$ cat config.mk
export PLATFORM = sky130hd
export DESIGN_NAME = spi_rx_ctrl_flat
export DESIGN_NICKNAME = d
export VERILOG_FILES = /design/src/rtl/spi_rx_pkg.sv /design/src/rtl/spi_rx_ctrl_if.sv /design/src/rtl/spi_rx_fifo.sv /design/src/rtl/spi_rx_ctrl.sv /design/src/flat_wrapper.sv
export SDC_FILE = /design/constraint.sdc
export NUM_CORES = 1
export LEC_CHECK = 0
export ABC_CLOCK_PERIOD_IN_PS = 2200
export CORE_ASPECT_RATIO = 0.5
export CORE_MARGIN = 1.5
export CORE_UTILIZATION = 53
export CTS_BUF_LIST = sky130_fd_sc_hd__clkbuf_16
export DETAILED_ROUTE_END_ITERATION = 8
export PLACE_DENSITY = 0.85
export SETUP_SLACK_MARGIN = 0.5
export SYNTH_ARGS = -nofsm -noshare
export SYNTH_HDL_FRONTEND = slang
export SYNTH_SLANG_ARGS = --single-unit
$ cat constraint.sdc
create_clock -name spi_clk -period 2.2 [get_ports spi_clk]
set_input_delay 0.44 -clock spi_clk [delete_from_list [all_inputs] [get_ports spi_clk]]
set_output_delay 0.44 -clock spi_clk [all_outputs]
set_load 0.005 [all_outputs]
$ cat src/rtl/spi_rx_pkg.sv
// Shared types and default parameters for the SPI receive controller.
package spi_rx_pkg;

  typedef enum logic [1:0] {
    SYNC  = 2'd0,
    IDLE  = 2'd1,
    SHIFT = 2'd2
  } rx_state_e;

  localparam int DEF_DATA_W     = 24;
  localparam int DEF_FIFO_DEPTH = 4;
  localparam int DEF_MSB_FIRST  = 1;
  localparam int DEF_NUM_OP     = 2;

endpackage

$ cat src/rtl/spi_rx_ctrl_if.sv
// Bundle of serial input, FIFO read side, op strobes and status flags.
interface spi_rx_ctrl_if
  import spi_rx_pkg::*;
#(
  parameter int DATA_W     = DEF_DATA_W,
  parameter int FIFO_DEPTH = DEF_FIFO_DEPTH,
  parameter int NUM_OP     = DEF_NUM_OP
);
  localparam int CNT_W = $clog2(FIFO_DEPTH) + 1;

  logic              spi_en;
  logic              spi_sdi;
  logic [NUM_OP-1:0] op_st;
  logic              rd_en;
  logic              err_clr;
  logic [DATA_W-1:0] spi_out;
  logic              out_valid;
  logic [CNT_W-1:0]  fifo_cnt;
  logic              cap_en;
  logic [NUM_OP-1:0] op_en;
  logic              frame_err;
  logic              ovf;

  modport master (
    output spi_en, spi_sdi, op_st, rd_en, err_clr,
    input  spi_out, out_valid, fifo_cnt, cap_en, op_en, frame_err, ovf
  );

  modport slave (
    input  spi_en, spi_sdi, op_st, rd_en, err_clr,
    output spi_out, out_valid, fifo_cnt, cap_en, op_en, frame_err, ovf
  );
endinterface

$ cat src/rtl/spi_rx_fifo.sv
// Show-ahead word FIFO; a push on full succeeds only when a pop happens in the same cycle.
module spi_rx_fifo #(
  parameter int DATA_W     = 24,
  parameter int FIFO_DEPTH = 4,
  localparam int AW        = $clog2(FIFO_DEPTH),
  localparam int CW        = AW + 1
) (
  input  logic              clk,
  input  logic              rst,
  input  logic              push,
  input  logic [DATA_W-1:0] push_data,
  input  logic              pop,
  output logic [DATA_W-1:0] head,
  output logic [CW-1:0]     count,
  output logic              full,
  output logic              empty
);

  logic [DATA_W-1:0] mem_q [FIFO_DEPTH];
  logic [AW-1:0]     wr_ptr_q, wr_ptr_d;
  logic [AW-1:0]     rd_ptr_q, rd_ptr_d;
  logic [CW-1:0]     count_q, count_d;
  logic              do_push, do_pop;

  assign empty = (count_q == '0);
  assign full  = (count_q == CW'(FIFO_DEPTH));
  assign count = count_q;
  // Head is forced to zero when empty so stale storage never shows on the output.
  assign head  = empty ? '0 : mem_q[rd_ptr_q];

  // Next-state pointers and occupancy; power-of-two depth lets the pointers wrap naturally.
  always_comb begin
    do_pop   = pop & ~empty;
    do_push  = push & (~full | do_pop);
    wr_ptr_d = do_push ? wr_ptr_q + AW'(1) : wr_ptr_q;
    rd_ptr_d = do_pop  ? rd_ptr_q + AW'(1) : rd_ptr_q;
    count_d  = count_q + CW'(do_push) - CW'(do_pop);
  end

  // Pointer and count registers.
  always_ff @(posedge clk or posedge rst) begin
    if (rst) begin
      wr_ptr_q <= '0;
      rd_ptr_q <= '0;
      count_q  <= '0;
    end else begin
      wr_ptr_q <= wr_ptr_d;
      rd_ptr_q <= rd_ptr_d;
      count_q  <= count_d;
    end
  end

  // Storage array; contents are only observable through a valid head, so no reset.
  always_ff @(posedge clk) begin
    if (do_push) mem_q[wr_ptr_q] <= push_data;
  end

endmodule

$ cat src/rtl/spi_rx_ctrl.sv
// SPI frame receiver: deserialises spi_sdi into DATA_W-bit words, buffers them
// in a FIFO, and keeps sticky framing/overflow flags plus registered op strobes.
module spi_rx_ctrl
  import spi_rx_pkg::*;
#(
  parameter int DATA_W     = DEF_DATA_W,
  parameter int FIFO_DEPTH = DEF_FIFO_DEPTH,
  parameter int MSB_FIRST  = DEF_MSB_FIRST,
  parameter int NUM_OP     = DEF_NUM_OP
) (
  input logic           spi_clk,
  input logic           rst,
  spi_rx_ctrl_if.slave  bus
);

  localparam int BW = (DATA_W > 1) ? $clog2(DATA_W) : 1;
  localparam int CW = $clog2(FIFO_DEPTH) + 1;
  localparam logic [BW-1:0] LAST_IDX = BW'(DATA_W - 1);

  rx_state_e         state_q, state_d;
  logic [BW-1:0]     cnt_q, cnt_d;
  logic [DATA_W-1:0] shreg_q, shreg_d;
  logic              cap_en_q, cap_en_d;
  logic              frame_err_q, frame_err_d;
  logic              ovf_q, ovf_d;
  logic [NUM_OP-1:0] op_en_q, op_en_d;

  logic [DATA_W-1:0] word_nxt;
  logic [BW-1:0]     bit_idx;
  logic              sample;
  logic              push;
  logic              frame_set;
  logic              ovf_set;
  logic              fifo_full;
  logic              fifo_empty;
  logic [CW-1:0]     fifo_count;
  logic [DATA_W-1:0] fifo_head;

  // Frame FSM, bit placement, word completion and sticky flag updates.
  // SYNC waits for spi_en high so a frame already running at reset release is skipped.
  always_comb begin
    state_d   = state_q;
    cnt_d     = cnt_q;
    shreg_d   = shreg_q;
    cap_en_d  = 1'b0;
    sample    = 1'b0;
    push      = 1'b0;
    frame_set = 1'b0;
    op_en_d   = bus.op_st;

    bit_idx  = (MSB_FIRST != 0) ? (LAST_IDX - cnt_q) : cnt_q;
    word_nxt = shreg_q;
    word_nxt[bit_idx] = bus.spi_sdi;

    case (state_q)
      SYNC: begin
        if (bus.spi_en) state_d = IDLE;
      end
      IDLE: begin
        if (!bus.spi_en) begin
          state_d = SHIFT;
          sample  = 1'b1;
        end
      end
      SHIFT: begin
        if (bus.spi_en) begin
          state_d   = IDLE;
          cnt_d     = '0;
          shreg_d   = '0;
          frame_set = (cnt_q != '0);
        end else begin
          sample = 1'b1;
        end
      end
      default: state_d = SYNC;
    endcase

    if (sample) begin
      if (cnt_q == LAST_IDX) begin
        push     = 1'b1;
        cnt_d    = '0;
        shreg_d  = '0;
        cap_en_d = 1'b1;
      end else begin
        cnt_d   = cnt_q + BW'(1);
        shreg_d = word_nxt;
      end
    end

    // A read in the same cycle frees the slot, so only a read-less push on full drops.
    ovf_set = push & fifo_full & ~bus.rd_en;

    frame_err_d = frame_set ? 1'b1 : (bus.err_clr ? 1'b0 : frame_err_q);
    ovf_d       = ovf_set   ? 1'b1 : (bus.err_clr ? 1'b0 : ovf_q);
  end

  // All controller state and registered outputs.
  always_ff @(posedge spi_clk or posedge rst) begin
    if (rst) begin
      state_q     <= SYNC;
      cnt_q       <= '0;
      shreg_q     <= '0;
      cap_en_q    <= 1'b0;
      frame_err_q <= 1'b0;
      ovf_q       <= 1'b0;
      op_en_q     <= '0;
    end else begin
      state_q     <= state_d;
      cnt_q       <= cnt_d;
      shreg_q     <= shreg_d;
      cap_en_q    <= cap_en_d;
      frame_err_q <= frame_err_d;
      ovf_q       <= ovf_d;
      op_en_q     <= op_en_d;
    end
  end

  spi_rx_fifo #(
    .DATA_W     (DATA_W),
    .FIFO_DEPTH (FIFO_DEPTH)
  ) u_fifo (
    .clk       (spi_clk),
    .rst       (rst),
    .push      (push),
    .push_data (word_nxt),
    .pop       (bus.rd_en),
    .head      (fifo_head),
    .count     (fifo_count),
    .full      (fifo_full),
    .empty     (fifo_empty)
  );

  assign bus.spi_out   = fifo_head;
  assign bus.out_valid = ~fifo_empty;
  assign bus.fifo_cnt  = fifo_count;
  assign bus.cap_en    = cap_en_q;
  assign bus.op_en     = op_en_q;
  assign bus.frame_err = frame_err_q;
  assign bus.ovf       = ovf_q;

endmodule

$ cat src/flat_wrapper.sv
// flat-port wrapper written by rule: the top's interface ports become plain ports
module spi_rx_ctrl_flat import spi_rx_pkg::*;
#(
  parameter int DATA_W     = DEF_DATA_W,
  parameter int FIFO_DEPTH = DEF_FIFO_DEPTH,
  parameter int MSB_FIRST  = DEF_MSB_FIRST,
  parameter int NUM_OP     = DEF_NUM_OP
)
  (spi_clk, rst, bus_spi_en, bus_spi_sdi, bus_op_st, bus_rd_en, bus_err_clr, bus_spi_out, bus_out_valid, bus_fifo_cnt, bus_cap_en, bus_op_en, bus_frame_err, bus_ovf);
  spi_rx_ctrl_if #(.DATA_W(DATA_W), .FIFO_DEPTH(FIFO_DEPTH), .NUM_OP(NUM_OP)) bus_i ();
  input logic spi_clk;
  input logic rst;
  input wire logic [$bits(bus_i.spi_en)-1:0] bus_spi_en;
  input wire logic [$bits(bus_i.spi_sdi)-1:0] bus_spi_sdi;
  input wire logic [$bits(bus_i.op_st)-1:0] bus_op_st;
  input wire logic [$bits(bus_i.rd_en)-1:0] bus_rd_en;
  input wire logic [$bits(bus_i.err_clr)-1:0] bus_err_clr;
  output wire logic [$bits(bus_i.spi_out)-1:0] bus_spi_out;
  output wire logic [$bits(bus_i.out_valid)-1:0] bus_out_valid;
  output wire logic [$bits(bus_i.fifo_cnt)-1:0] bus_fifo_cnt;
  output wire logic [$bits(bus_i.cap_en)-1:0] bus_cap_en;
  output wire logic [$bits(bus_i.op_en)-1:0] bus_op_en;
  output wire logic [$bits(bus_i.frame_err)-1:0] bus_frame_err;
  output wire logic [$bits(bus_i.ovf)-1:0] bus_ovf;
  assign bus_i.spi_en = bus_spi_en;
  assign bus_i.spi_sdi = bus_spi_sdi;
  assign bus_i.op_st = bus_op_st;
  assign bus_i.rd_en = bus_rd_en;
  assign bus_i.err_clr = bus_err_clr;
  assign bus_spi_out = bus_i.spi_out;
  assign bus_out_valid = bus_i.out_valid;
  assign bus_fifo_cnt = bus_i.fifo_cnt;
  assign bus_cap_en = bus_i.cap_en;
  assign bus_op_en = bus_i.op_en;
  assign bus_frame_err = bus_i.frame_err;
  assign bus_ovf = bus_i.ovf;
  spi_rx_ctrl #(.DATA_W(DATA_W), .FIFO_DEPTH(FIFO_DEPTH), .MSB_FIRST(MSB_FIRST), .NUM_OP(NUM_OP)) u_core (.spi_clk(spi_clk), .rst(rst), .bus(bus_i));
endmodule
# Word-level counts from Yosys, hierarchy flattened

Memory sizes are Yosys's and may differ from the RTL's.
Index checks and enable logic that the tools add are counted.

Memories kept: 1
Bits in writable memories: 96
Register bits after elaboration: 43
Logic and storage cells: 71
Bits of input ports: 8
Output and inout bits: 33

Reduce and logical (&&, ||, !) cells: 12
Equal/unequal tests: 6
Muxes and demuxes: 26
Bitwise logic cells: 8
$lt $le $gt $ge: 2
$add $sub $neg: 6

Memory list:

| memory              | depth | bits a word | rd ports | clocked after memory_dff | write ports | RTL line          | source |
|---|---|---|---|---|---|---|---|
| u_core.u_fifo.mem_q | 4     | 24          | 1        | 0                        | 1           | spi_rx_fifo.sv:19 | `logic [DATA_W-1:0] mem_q [FIFO_DEPTH];` |

Operators with widths:

| cell                  | count |
|---|---|
| $mux W24              | 5 |
| $bwmux W24            | 1 |
| $mux W5               | 4 |
| $mux W1               | 12 |
| $reduce_bool A2 Y1    | 4 |
| $lt A5 B6 Y1 const B  | 1 |
| $add A5 B1 Y5 const B | 1 |
| $demux W1 S5          | 1 |
| $eq A5 B5 Y1 const B  | 1 |
| $ge A5 B1 Y1 const B  | 1 |
| $reduce_bool A5 Y1    | 1 |
| $sub A5 B5 Y5 const A | 1 |
| $add A2 B1 Y2 const B | 2 |
| $and A1 B1 Y1         | 4 |
| $mux W2               | 2 |
| $pmux W2 S2           | 1 |
| $reduce_and A2 Y1     | 2 |
| $reduce_or A2 Y1      | 2 |
| $add A3 B1 Y3         | 1 |
| $eq A3 B3 Y1 const B  | 1 |
| $logic_not A3 Y1      | 1 |
| $not A1 Y1            | 3 |
| $sub A3 B1 Y3         | 1 |
| $eq A2 B1 Y1 const B  | 1 |
| other kinds (6)       | 6 |

# Longest topological paths before layout

Depth in word-level cells: 8
Gate-level depth with buffers: 10
Gate-level depth less buffers: 10

# Cells and area by module

Synthesis repeated with hierarchy kept, for this count alone.

Cell total of the unflattened synthesis: 450
Area total of the unflattened synthesis: 6576.3 µm²

By module, submodules not included:

| module      | sequential area each (µm²) | times used | cells an instance | area an instance (µm²) |
|---|---|---|---|---|
| spi_rx_fifo | 3057.9                     | 1          | 189               | 4056.4 |
| spi_rx_ctrl | 900.9                      | 1          | 261               | 2519.9 |

# Worst setup path after synthesis

No wires, ideal clock.

Kind: flip-flop to flip-flop
Start: register u_core.state_q[0]
End: register u_core.u_fifo.count_q[2] (netlist: u_core.u_fifo.count[2])
Buffers on the path: 0
Arrival time: 2.274 ns
Setup time: 0.123 ns
Cell stages (with the launch flop): 11
Period minus slack after synthesis: 2.397 ns
Required time: 2.077 ns
Slack: -0.197 ns
Path through: dfrtp_1 -> inv_1 -> ha_1 -> nand3b_2 -> nor3b_4 -> inv_1 -> ha_1 -> inv_1 -> ha_1 -> fa_1 -> xnor2_1

Word-level cells in the longest chain between the ends: 7
Elaborated cells on any way between the ends: 8
Classes of those cells: add/sub: 2; eq/ne: 2; mux: 2; bitwise: 1; reduce/logical: 1

Ends and longest elaborated chain:

| element                                      | RTL line           | source |
|---|---|---|
| start: declaration                           | spi_rx_ctrl.sv:20  | `rx_state_e state_q, state_d;` |
| start signal: assignment                     | spi_rx_ctrl.sv:108 | `state_q <= state_d;` |
| $eq A2 B1 Y1 or $eq A2 B2 Y1 (tied branches) | spi_rx_ctrl.sv:55  | `case (state_q)` |
| $reduce_or A2 Y1 (no line) *                 | --                 |  |
| $mux W1 *                                    | --                 |  |
| $mux W1 *                                    | spi_rx_ctrl.sv:78  | `if (sample) begin` |
| $and A1 B1 Y1 *                              | spi_rx_fifo.sv:34  | `do_push = push & (~full \| do_pop);` |
| $add A3 B1 Y3 *                              | spi_rx_fifo.sv:37  | `count_d = count_q + CW'(do_push) - CW'(do_pop);` |
| $sub A3 B1 Y3 *                              | spi_rx_fifo.sv:37  |  |
| net u_core.u_fifo.count_d[2]                 | spi_rx_fifo.sv:22  | `logic [CW-1:0] count_q, count_d;` |
| end signal: assignment                       | spi_rx_fifo.sv:49  | `count_q <= count_d;` |
| end: declaration                             | spi_rx_fifo.sv:22  |  |

The timed path passes the listed nets; every way through them passes the cells marked *.
A chain may end at the register's enable or synchronous reset.

# Worst setup path after layout

Start: register u_core.u_fifo.rd_ptr_q[0]
End: output port bus_spi_out[21]

Word-level cells in the longest chain between the ends: 2

Ends and longest elaborated chain:

| element                  | RTL line           | source |
|---|---|---|
| start: declaration       | spi_rx_fifo.sv:21  | `logic [AW-1:0] rd_ptr_q, rd_ptr_d;` |
| start signal: assignment | spi_rx_fifo.sv:48  | `rd_ptr_q <= rd_ptr_d;` |
| $mem_v2 Z4 W24           | --                 |  |
| $mux W24                 | spi_rx_fifo.sv:29  | `assign head = empty ? '0 : mem_q[rd_ptr_q];` |
| end: declaration         | flat_wrapper.sv:18 | `output wire logic [$bits(bus_i.spi_out)-1:0] bus_spi_out;` |

Every way passes these cells.

==> results.yml <==
clocking:
  cts.clk_slew.worst_paths_ps: 70
  clkSinkCount: 139
  clk_latency_ps: 440
  cts_root_buf: "clkbuf_16"
  ctsLongestPathBuffers: 2
  cts_made_buffers: 17
  htree_levels: 4
  tritoncts: "yes"
worst_setup_path:
  cp.arrival_ps: 2060
  critPathMaxFanout: 5
  endpoint_kind: "output port"
  startpoint_type: "flop"
  cp_slowest_cell: "mux4_2"
  r2r_end: "u_core.u_fifo.count[2]"
  crit_path_frequent_cell: "buf_6"
  cp.buffers_inverters: 4
  crit_path_start: "u_core.u_fifo.rd_ptr_q[0]"
  worst_path_largest_cell_delay_ps: 530
  path_class: "reg2out"
  rr_startpoint: "u_core.u_fifo.count[0]"
  critPathTopFamily: "multiplexers"
  required_ps: 1760
  worst-path-stages: 6
  endpoint: "bus_spi_out[21]"
  r2r.worst_path.cells: 7
  r2r_slack_ps: 10
  crit_chain: "buf_6, buf_12, buf_16, mux4_2, and2_4, buf_6"
yosys:
  yosysUniqueCellTypes: 47
  synth-warning-count: 0
  netlist_area_um2: 6400
  synth-main-ff-cell: "edfxtp_1"
  syn_inst: 456
  yosysMostFrequentCell: "edfxtp_1"
  synth_area_leaders: "edfxtp_1 (45%), dfrtp_1 (17%), mux4_2 (8.4%)"
  synth_top_area_share_pct: 45.0
  yosysSeqAreaShare_pct: 61.9
  ys_seq_elements: 139
  syn-num-nets: 480
  synth_top_cells_by_count: "edfxtp_1 (96), nand2_1 (72), dfrtp_1 (43), and2_1 (29)"
  async_flop_share_pct: 30.9
  syn_area_per_cell_um2: 14.0
  synth_edf_count: 96
  synth.largest_area_cell: "edfxtp_1"
timing:
  layout_min_cycle_time_ps: 2500
  fmax_mhz: 401
  grt_setup_unrepaired: "yes"
  finalCritPeriodShare_pct: 113
  final_max_slew_viol_count: 0
  hold_viol: 0
  slew_headroom_pct: 74.7
  skew_ps: 16.5
  worstMarginPinSlew_ps: 376
  setup_viol: 24
  setup_slack_ps: -297
layout:
  num_antenna_cells: 0
  finalInstanceArea_um2: 9380
  fin_util_pct: 79.5
  area_delta_synth_final_pct: 46.6
  nets: 609
  drive_above_1_share_pct: 48.5
grt:
  grt_pass1_wl_mm: 29.4
  gr-total-overflow: 0
  antenna_found_initial: 1
  grt_max_degree: 44
  grtUsageTotal_pct: 32.9
  first_global_vias: 4836
hold_path:
  hp-class: "in2async"
floorplan:
  rows: 28
  dieWidth_um: 158
  core_area_um2: 11800
  start_util_pct: 54.2
  io_pins: 41
  dieHeight_um: 80.7
  die-area_um2: 12800
power:
  switching_share_pct: 34.1
  switchingPower_mw: 3.73
  clkPwrFrac_pct: 27.1
  leakagePower_nw: 3.69
  seqPwrFrac_pct: 30.0
  peakVddDrop_mv: 0.765
  p_per_area_nw_per_um2: 1170
  power_frac_comb_pct: 43.0
  p_int_mw: 7.21
detailed_routing:
  drt_wl_total_mm: 24.2
  wl_met3_mm: 3.57
  vias: 5220
  dr_wl_met2_mm: 10.5
  drc: 0
  m1WireLength_mm: 8.84
  drt_iter0_drc: 757
  wl_per_cell_um: 31.7
  ant_nets: 0
  vias_per_cell: 6.84
  top_layer: "met5"
  drt-pass1-iter-count: 8
placed_design:
  finalWeightedCongestion: 0.748
  hpwl_mm: 8.75
  place_area_um2: 7280
  port_buffers: 40
run_status:
  failed_checks: "negative setup slack"
  run_status: "finished with violations"
flow_run:
  maxCapViolations: 0
tightest hold or removal path, stage by stage:
cell,delay (ps)
clkdlybuf4s50_1,400
clkinv_1,70
buf_12,260
layer usage:
layer | GRT usage [%] | vias to the layer above
li1 | - | 1965
met1 | 42.2 | 2573
met2 | 49.5 | 543
met3 | 12.1 | 137
met4 | 17.1 | 2
met5 | 0 | -
power by group through the flow:
stage / Combinational, mW / Clock [mW] / Sequential (mW)
after detailed placement: 2.94 / 0 / 3.23
after CTS: 3.75 / 2.83 / 3.21
final: 4.70 / 2.96 / 3.28
after global placement: 2.84 / 0 / 3.23
after floorplan: 1.75 / 0 / 3.22
after global routing: 4.84 / 3.07 / 3.28
cells in the final DEF (no fill, tap or decap), types with 7 or more instances in the layout:
cell type,count
and2_4,23
buf_12,17
buf_16,14
buf_2,7
buf_4,38
buf_6,42
buf_8,7
clkbuf_16,18
dfrtp_1,42
dlygate4sd2_1,7
edfxtp_1,96
ha_1,8
ha_4,7
inv_1,8
mux4_2,24
nand2_1,53
nand2_2,9
nand2_4,10
nand2b_4,16
nand3_1,24
o211ai_1,22
flip-flops by register name, indices dropped and copies added (netlist names), 2 cells and up:
| register | count |
|---|---|
| u_core.cnt_q | 5 |
| u_core.u_fifo.wr_ptr_q | 2 |
| u_core.u_fifo.count | 3 |
| u_core.state_q | 2 |
| u_core.u_fifo.rd_ptr_q | 2 |
| u_core.bus.op_en | 2 |
| u_core.shreg_q | 24 |
| u_core.u_fifo.mem_q | 96 |
layout make-up:
type                    count  area [µm²]
flip-flops and latches    139        3960
multi-input cells         273        2790
fillers                   546        2430
repair buffers            140        1780
clock buffers              17         425
well taps                 165         206
clock inverters            15         159
inverters                  14        62.6
cell families after synthesis:
| family | synth area share, % |
|---|---|
| and+or+nand+nor | 17.1 |
| AOI/OAI and AO/OA | 4.14 |
| xor gates and xnor gates | 0.821 |
| DFF | 61.9 |
| muxes | 9.54 |
| adders and majority gates | 3.25 |
| buffers and inverters | 3.30 |
how the worst min path moves through the flow:
| stage | start | slack [ps] | cells past startpoint | end |
|---|---|---|---|---|
| after floorplan | u_core.shreg_q[8] | 460 | 2 | u_core.shreg_q[8] |
| after global placement | u_core.shreg_q[8] | 480 | 2 | u_core.shreg_q[8] |
| after detailed placement | u_core.shreg_q[20] | 500 | 2 | u_core.shreg_q[20] |
| after CTS | rst | 380 | 3 | u_core.bus.cap_en |
| after global routing | rst | 410 | 3 | u_core.shreg_q[13] |
| final | rst | 360 | 3 | u_core.shreg_q[13] |
metrics by stage:
stage | hold WS, ps | TNS (ps) | setup WS [ps] | power (mW) | std cells
floorplan | 460 | -137 | -68.5 | 4.98 | 456
global placement | 478 | -14090 | -351 | 6.06 | 667
detailed placement | 497 | -16270 | -378 | 6.18 | 667
CTS | 375 | -3590 | -220 | 9.79 | 739
global route | 412 | -5410 | -324 | 11.2 | 763
finish | 361 | -4640 | -297 | 10.9 | 763
repair_timing:
item,CTS,global route
hold buffers,0,0
endpoints found under the setup margin,221,237
buffers inserted,26,22
gates cloned,14,2
pin swaps,35,18
resized for setup,219,89
Note: power is estimated with default switching activity, not from simulation.
